$ cat src/rtl/fwd_hazard_unit.sv
// Forwarding and hazard unit for the multi-issue pipeline.
// Purpose: selects EX operand sources (regfile / MEM/WB / EX/MEM, plus the source lane),
//          detects load-use hazards between the ID bundle and loads in ID/EX, holds the
//          pipeline for LOAD_LAT cycles per hazard, and provides the architectural N flag
//          with bypass from EX/MEM and MEM/WB.
// Ports:
//   clk, rst_n                     clock, asynchronous active-low reset
//   id_rs1, id_rs2                 ID-stage source registers (lane i at [i*AW +: AW])
//   id_ex_rs1, id_ex_rs2           EX-stage source registers
//   id_ex_use_rs2                  operand B reads a register (0 = immediate)
//   id_ex_rd, id_ex_we, id_ex_is_load  ID/EX destination, write enable, load marker
//   ex_mem_rd/we, mem_wb_rd/we     later-stage destinations and write enables
//   ex_mem_flag_we/n, mem_wb_flag_we/n  N-flag writes and values
//   flush                          branch redirect, aborts any stall
//   fwd_a_sel, fwd_b_sel           per lane: 00 regfile, 01 MEM/WB, 10 EX/MEM
//   fwd_a_lane, fwd_b_lane         per lane: source lane of forwarded value
//   stall, bubble                  hold PC/IF-ID, zero ID/EX control
//   n_out                          current N flag seen by EX
module fwd_hazard_unit #(
    parameter int unsigned LANES    = 2,
    parameter int unsigned AW       = 3,
    parameter int unsigned LW       = (LANES > 1) ? $clog2(LANES) : 1,
    parameter int unsigned LOAD_LAT = 1
) (
    input  logic                clk,
    input  logic                rst_n,
    input  logic [LANES*AW-1:0] id_rs1,
    input  logic [LANES*AW-1:0] id_rs2,
    input  logic [LANES*AW-1:0] id_ex_rs1,
    input  logic [LANES*AW-1:0] id_ex_rs2,
    input  logic [LANES-1:0]    id_ex_use_rs2,
    input  logic [LANES*AW-1:0] id_ex_rd,
    input  logic [LANES-1:0]    id_ex_we,
    input  logic [LANES-1:0]    id_ex_is_load,
    input  logic [LANES*AW-1:0] ex_mem_rd,
    input  logic [LANES*AW-1:0] mem_wb_rd,
    input  logic [LANES-1:0]    ex_mem_we,
    input  logic [LANES-1:0]    mem_wb_we,
    input  logic [LANES-1:0]    ex_mem_flag_we,
    input  logic [LANES-1:0]    mem_wb_flag_we,
    input  logic [LANES-1:0]    ex_mem_n,
    input  logic [LANES-1:0]    mem_wb_n,
    input  logic                flush,
    output logic [LANES*2-1:0]  fwd_a_sel,
    output logic [LANES*2-1:0]  fwd_b_sel,
    output logic [LANES*LW-1:0] fwd_a_lane,
    output logic [LANES*LW-1:0] fwd_b_lane,
    output logic                stall,
    output logic                bubble,
    output logic                n_out
);

    typedef enum logic [0:0] {StIdle, StStall} state_e;

    localparam logic [1:0] CntInit = (LOAD_LAT > 1) ? 2'(LOAD_LAT - 2) : 2'd0;

    state_e     state_q, state_d;
    logic [1:0] cnt_q, cnt_d;
    logic       flag_q, flag_d;
    logic       haz;
    logic       stall_int;
    logic       n_byp;

    // Forwarding: scan MEM/WB first, then EX/MEM, each in ascending lane order, so later
    // matches overwrite earlier ones: EX/MEM beats MEM/WB and the highest lane wins.
    always_comb begin : fwd_blk
        logic [AW-1:0] src_a;
        logic [AW-1:0] src_b;
        fwd_a_sel  = '0;
        fwd_b_sel  = '0;
        fwd_a_lane = '0;
        fwd_b_lane = '0;
        for (int j = 0; j < LANES; j++) begin
            src_a = id_ex_rs1[j*AW +: AW];
            src_b = id_ex_rs2[j*AW +: AW];
            for (int k = 0; k < LANES; k++) begin
                if (mem_wb_we[k] && mem_wb_rd[k*AW +: AW] == src_a && src_a != '0) begin
                    fwd_a_sel[j*2 +: 2]   = 2'b01;
                    fwd_a_lane[j*LW +: LW] = LW'(k);
                end
                if (mem_wb_we[k] && mem_wb_rd[k*AW +: AW] == src_b && src_b != '0) begin
                    fwd_b_sel[j*2 +: 2]   = 2'b01;
                    fwd_b_lane[j*LW +: LW] = LW'(k);
                end
            end
            for (int k = 0; k < LANES; k++) begin
                if (ex_mem_we[k] && ex_mem_rd[k*AW +: AW] == src_a && src_a != '0) begin
                    fwd_a_sel[j*2 +: 2]   = 2'b10;
                    fwd_a_lane[j*LW +: LW] = LW'(k);
                end
                if (ex_mem_we[k] && ex_mem_rd[k*AW +: AW] == src_b && src_b != '0) begin
                    fwd_b_sel[j*2 +: 2]   = 2'b10;
                    fwd_b_lane[j*LW +: LW] = LW'(k);
                end
            end
            // Immediate operand B never takes a forwarded value.
            if (!id_ex_use_rs2[j]) begin
                fwd_b_sel[j*2 +: 2]   = 2'b00;
                fwd_b_lane[j*LW +: LW] = '0;
            end
        end
    end

    always_comb begin
        haz = 1'b0;
        for (int i = 0; i < LANES; i++) begin
            for (int k = 0; k < LANES; k++) begin
                if (id_ex_we[k] && id_ex_is_load[k] && id_ex_rd[k*AW +: AW] != '0 &&
                    (id_rs1[i*AW +: AW] == id_ex_rd[k*AW +: AW] ||
                     id_rs2[i*AW +: AW] == id_ex_rd[k*AW +: AW])) begin
                    haz = 1'b1;
                end
            end
        end
    end

    // The first stall cycle is raised from IDLE; STALL covers the remaining LOAD_LAT-1.
    always_comb begin
        state_d   = state_q;
        cnt_d     = cnt_q;
        stall_int = 1'b0;
        if (flush) begin
            state_d = StIdle;
            cnt_d   = 2'd0;
        end else begin
            unique case (state_q)
                StIdle: begin
                    if (haz) begin
                        stall_int = 1'b1;
                        if (LOAD_LAT > 1) begin
                            state_d = StStall;
                            cnt_d   = CntInit;
                        end
                    end
                end
                StStall: begin
                    stall_int = 1'b1;
                    if (cnt_q == 2'd0) begin
                        state_d = StIdle;
                    end else begin
                        cnt_d = cnt_q - 2'd1;
                    end
                end
                default: begin
                    state_d = StIdle;
                    cnt_d   = 2'd0;
                end
            endcase
        end
    end

    always_comb begin
        flag_d = flag_q;
        for (int k = 0; k < LANES; k++) begin
            if (mem_wb_flag_we[k]) flag_d = mem_wb_n[k];
        end
        // flag_d already holds the youngest MEM/WB write or flag_q; EX/MEM overrides it.
        n_byp = flag_d;
        for (int k = 0; k < LANES; k++) begin
            if (ex_mem_flag_we[k]) n_byp = ex_mem_n[k];
        end
    end

    always_ff @(posedge clk or negedge rst_n) begin
        if (!rst_n) begin
            state_q <= StIdle;
            cnt_q   <= 2'd0;
            flag_q  <= 1'b0;
        end else begin
            state_q <= state_d;
            cnt_q   <= cnt_d;
            flag_q  <= flag_d;
        end
    end

    // Outputs are forced low while reset is held, even if bypass inputs are active.
    assign stall  = rst_n & stall_int;
    assign bubble = rst_n & stall_int;
    assign n_out  = rst_n & n_byp;

endmodule

$ cat config.mk
export PLATFORM = sky130hd
export DESIGN_NAME = fwd_hazard_unit
export DESIGN_NICKNAME = d
export VERILOG_FILES = /design/src/rtl/fwd_hazard_unit.sv
export SDC_FILE = /design/constraint.sdc
export NUM_CORES = 1
export LEC_CHECK = 0
export BUFFER_PORTS_ARGS = -buffer_cell sky130_fd_sc_hd__buf_2
export CAP_MARGIN = 20
export CORE_MARGIN = 2
export CORE_UTILIZATION = 49
export CTS_CLUSTER_DIAMETER = 80
export DETAILED_ROUTE_END_ITERATION = 10
export PLACE_DENSITY = 0.87
export SYNTH_ARGS = -nofsm -noshare
export SYNTH_HDL_FRONTEND = slang
export SYNTH_SLANG_ARGS = --single-unit
export TNS_END_PERCENT = 1
$ cat constraint.sdc
create_clock -name clk -period 2.4 [get_ports clk]
set_input_delay 0.12 -clock clk [delete_from_list [all_inputs] [get_ports clk]]
set_output_delay 0.12 -clock clk [all_outputs]
set_load 0.01 [all_outputs]
* Yosys cells after proc, flatten, opt, wreduce, memory -nomap -nowiden
Index checks and enable logic that the tools add are counted.
** Storage, ports and cells
- Flip-flop bits (word level) :: 4
- Bits of input ports :: 63
- Output and inout bits :: 15
- Logic and storage cells :: 134
** Cells by class
- Add/subtract/negate cells :: 1
- Equal/unequal tests :: 25
- Muxes and demuxes :: 49
- Bitwise logic cells :: 3
- Reductions and logical operators :: 53
** Operator list (number)
- 3-bit == test :: 24
- 1-bit logical AND :: 40
- 1-bit 2-to-1 mux :: 32
- 2-bit 2-to-1 mux :: 16
- 3-bit nonzero test :: 6
- 1-bit logical OR :: 4
- 1-bit bitwise AND :: 2
- 2-bit logical NOT :: 1
- 2-bit != test (second input constant) :: 1
- 1-bit case mux with 2 select lines :: 1
- 2-bit AND reduction :: 1
- 2-bit nonzero test :: 1
- 2-bit by 1-bit subtractor with 2-bit output (second input constant) :: 1
- 1-bit NOT :: 1

* Longest topological paths before layout
- Depth after elaboration :: 11
- Mapped depth :: 7
- Mapped depth without buffers :: 5

* Worst setup path before layout
Ideal clock, no wire load.
- Path kind :: input-to-output
- Start :: input port id_ex_rd[4]
- End :: output port stall
- Arrival :: 1174 ps
- Data required time :: 2280 ps
- Slack :: 1106 ps
- Cell stages on the path :: 7
- Path buffers :: 2
- Path through :: buf_2 -> xor2_1 -> nor3_1 -> a31oi_1 -> a211oi_1 -> a211o_1 -> buf_4
** Between the ends
- Longest elaborated chain between the ends :: 10
- Elaborated cells between the ends (all ways) :: 17
- Classes of those cells :: 4 x eq/ne; 6 x mux; 1 x bitwise; 6 x reduce/logical
** Ends and longest elaborated chain
- start: declaration :: RTL line 32 : input logic [LANES*AW-1:0] id_ex_rd,
- 3-bit == test (tied with other cells) :: RTL line 109 : (id_rs1[i*AW +: AW] == id_ex_rd[k*AW +: AW] ||
- 1-bit logical OR / 1-bit logical AND (equally long branches) :: RTL line 109, 108
- 1-bit logical AND :: RTL line 108 : if (id_ex_we[k] && id_ex_is_load[k] && id_ex_rd[k*AW +: AW] != '0 &&
- 1-bit 2-to-1 mux (2 in a row) :: RTL line 108
- 1-bit 2-to-1 mux (*) :: RTL line 108
- 1-bit 2-to-1 mux (*) :: RTL line 128 : if (haz) begin
- 1-bit case mux with 2 select lines (*) :: RTL line 126 : unique case (state_q)
- 1-bit 2-to-1 mux (*) :: RTL line 122 : if (flush) begin
- 1-bit bitwise AND (*)
- end: declaration :: RTL line 48 : output logic stall,
Every way passes the cells marked *; elsewhere a longest branch is shown, timed or not.

* Worst setup path in the final report
- Start :: input port rst_n
- End :: output port stall
** Between the ends
- Longest elaborated chain between the ends :: 1
** Ends and longest elaborated chain
- start: declaration :: RTL line 26 : input logic rst_n,
- 1-bit bitwise AND :: RTL line 177 : assign stall = rst_n & stall_int;
No other way between the ends.

==> impl_metrics.py <==
metrics = {
    "outcome": {
        "outcome": "finished clean",
    },
    "die": {
        "die_y_um": 57.3,
        "rows": 19,
        "io_pins": 78,
        "die_x_um": 57.3,
        "fp.coreArea_um2": 2730,
        "dieArea_um2": 3280,
        "start_util_pct": 50.9,
    },
    "yosys": {
        "synth-seq-area-share_pct": 7.19,
        "syn_avg_cell_area_um2": 7.29,
        "ys_ff_latch": 4,
        "synth-simple-area-share_pct": 21.1,
        "synth_fa_ha_area_share_pct": 0.898,
        "synth.top_cells.by_count": "xor2_1, xnor2_1, a21oi_1, buf_2, o21ai_0",
        "synthArstFlopShare_pct": 100,
        "synth_fp_nets": 255,
        "synth_compound_area_share_pct": 20.4,
        "netlist_area_um2": 1390,
        "syn_inst": 191,
        "netlist.area_leader.share_pct": 19.5,
        "synthFlopType": "dfrtp_1",
        "synth_top_family_by_area": "XOR/XNOR gates",
        "synth_cell_types": 34,
        "synth_most_common_cell": "xor2_1",
        "synth-edff-count": 0,
        "yosys_warnings": 0,
        "synth-xor-area-share_pct": 38.4,
        "synth_top_cell_by_area": "xor2_1",
        "synth.area.mux_share_pct": 0.719,
        "synthTopCellsByArea": "xor2_1, xnor2_1, dfrtp_1",
    },
    "grt": {
        "track_usage_pct": 24.1,
        "grt_pass1_vias": 1539,
        "antenna_found_initial": 0,
        "grt_max_degree": 9,
        "grt_pass1_wl_mm": 6.44,
        "grt_remaining_overflow": 0,
    },
    "hold_path": {
        "holdCritPathClass": "in -> reg",
    },
    "setup_path": {
        "worstPathArrival_ns": 1.61,
        "critPathKind": "in -> out",
        "cp.required_ns": 2.28,
        "cp_max_fo": 6,
        "critPathLaunchType": "primary input",
        "cp-end-kind": "output port",
    },
    "placed_design": {
        "place_area_um2": 1700,
        "pre_cts_ws_ns": 0.924,
        "dp_hpwl_mm": 3.12,
        "port-buffer-count": 77,
        "dp_cells": 277,
        "gp_congestion": 0.913,
    },
    "routing": {
        "vias": 1555,
        "drc": 0,
        "wl_mm": 3.77,
        "routed_via_density": 5.53,
        "drt_iter0_markers": 73,
        "wire_per_inst_um": 13.4,
        "drtPass1Iterations": 4,
        "route.antenna.remaining_nets": 0,
    },
    "power_and_ir_drop": {
        "p_per_area_nw_per_um2": 257,
        "power.static_leakage_nw": 0.783,
        "vdd_ir_drop_max_v": 0.000223,
    },
    "cts": {
        "cts-root-buf": "clkbuf_4",
        "cts_num_sinks": 4,
        "h-tree-depth": 1,
        "cts_buffers": 3,
        "clk_pin_slew_ns": 0.03,
        "cts_tree": "built",
        "cts_setup_buffers": 0,
        "clk_latency_ns": 0.23,
        "cts_buffer_depth": 2,
    },
    "timing": {
        "skew_ns": 0.000985,
        "fmax_ghz": 0.578,
        "hold_ws_ns": 0.0888,
        "rsz0062_at_grt": "false",
        "tns_ns": 0,
        "worstMarginPinSlew_ns": 0.429,
        "hold_viol": 0,
        "final_max_slew_viol_count": 0,
        "max_slew_margin_pct": 71.1,
        "finalSetupViolCount": 0,
        "fin_crit_ns": 1.73,
        "timing.final.crit_share_pct": 72.1,
        "setup_ws_ns": 0.669,
    },
    "final_layout": {
        "area_growth_pct": 24.2,
        "fin_nets": 316,
        "fillCellCount": 259,
        "layout-drive-gt1-share_pct": 35.2,
        "fin_cells": 281,
        "n_antenna_cell": 0,
        "stdcell_area_um2": 1730,
    },
    "flow_run": {
        "cap_violations": 0,
    },
}
==> where the power goes <==
part | leakage (nW) | internal (W) | switching (W)
Combinational | 0.715 | 0.000137 | 0.000157
Sequential | 0.0540 | 0.0000694 | 0.000000380
Clock | 0.0138 | 0.0000558 | 0.0000255
Total | 0.783 | 0.000262 | 0.000183
==> critical path, cell delays in order <==
cell and delay (ns):
dlygate4sd3_1 0.52, buf_2 0.16, nor2b_1 0.22, nand3_1 0.10, a211oi_1 0.23, a211o_1 0.14
buf_2 0.12
==> registers in the layout, indices dropped and copies added, names as in the netlist <==
register and cells:
cnt_q 2, flag_q 1, state_q 1
==> cells in the final DEF, fill, tap and decap left out <==
master and instances:
o21bai_1 5, a31oi_1 5, inv_1 8, nor3_1 9, xor2_1 31, buf_2 77, a21oi_2 1, nand2_1 3
o2111ai_1 1, and2_0 1, dfrtp_1 4, dlygate4sd3_1 1, nor2_1 7, ha_1 1, nor2b_1 5, a41oi_1 3
o21ai_0 10, nand3_1 2, mux2i_1 1, clkinv_1 2, nor4_2 4, xnor2_1 30, a211o_1 1, nor4_1 3
a211oi_1 3, nor4b_2 2, nand2b_1 1, o21a_1 2, or2_1 3, or2_4 1, nand4_1 5, a21oi_1 15
clkbuf_4 3
==> metal layers <==
layer	vias up	track usage [%]	wire (um)
met4	0	6.31	48
met2	81	45.8	1950
met1	698	29.3	1430
met5	-	0	0
li1	768	-	-
met3	8	1.36	333
==> cells by family (layout without fill, tap and decap cells) <==
family,Yosys count,count (layout)
adder cells (fa/ha/maj),1,1
buffers and inverters,32,91
flip-flops,4,4
AO/OA/AOI/OAI,46,46
multiplexers,1,1
AND/OR/NAND/NOR,46,46
XOR/XNOR,61,61
==> through the flow <==
| stage | utilization (%) | power, W |
|---|---|---|
| 3_5_place_dp | 62.1 | 0.000361 |
| 6_report | 63.2 | 0.000445 |
| 5_1_grt | 63.2 | 0.000480 |
| 3_3_place_gp | 62.1 | 0.000355 |
| 4_1_cts | 63.2 | 0.000448 |
| 2_1_floorplan | - | 0.000266 |
==> final timing paths <==
kind / start / end / slack, ns / depth (start not counted)
worst max-delay path: rst_n / stall / 0.67 / 7
worst min-delay path: flush / cnt_q[0] / 0.09 / 2
worst max register to register: cnt_q[0] / cnt_q[1] / 1.12 / 5
worst min register to register: cnt_q[0] / cnt_q[0] / 0.54 / 2
max in group asynchronous: rst_n / flag_q / 2.04 / 2
min in group asynchronous: rst_n / cnt_q[1] / 0.23 / 2
==> area by class of cell <==
type	count	area (um2)	area share, %
flip-flops and latches	4	100	5.79
inverters	10	37.5	2.17
repair buffers	78	395	22.9
well taps	31	38.8	2.24
multi-input cells	155	1130	65.6
clock buffers	3	22.5	1.30
==> repair_timing <==
action                                 CTS  global route
hold buffers                             1             0
endpoints found under the hold margin    4             0
setup endpoints to repair                0             0
gates resized for setup                  0             0
Note: power is estimated with default switching activity, not from simulation.
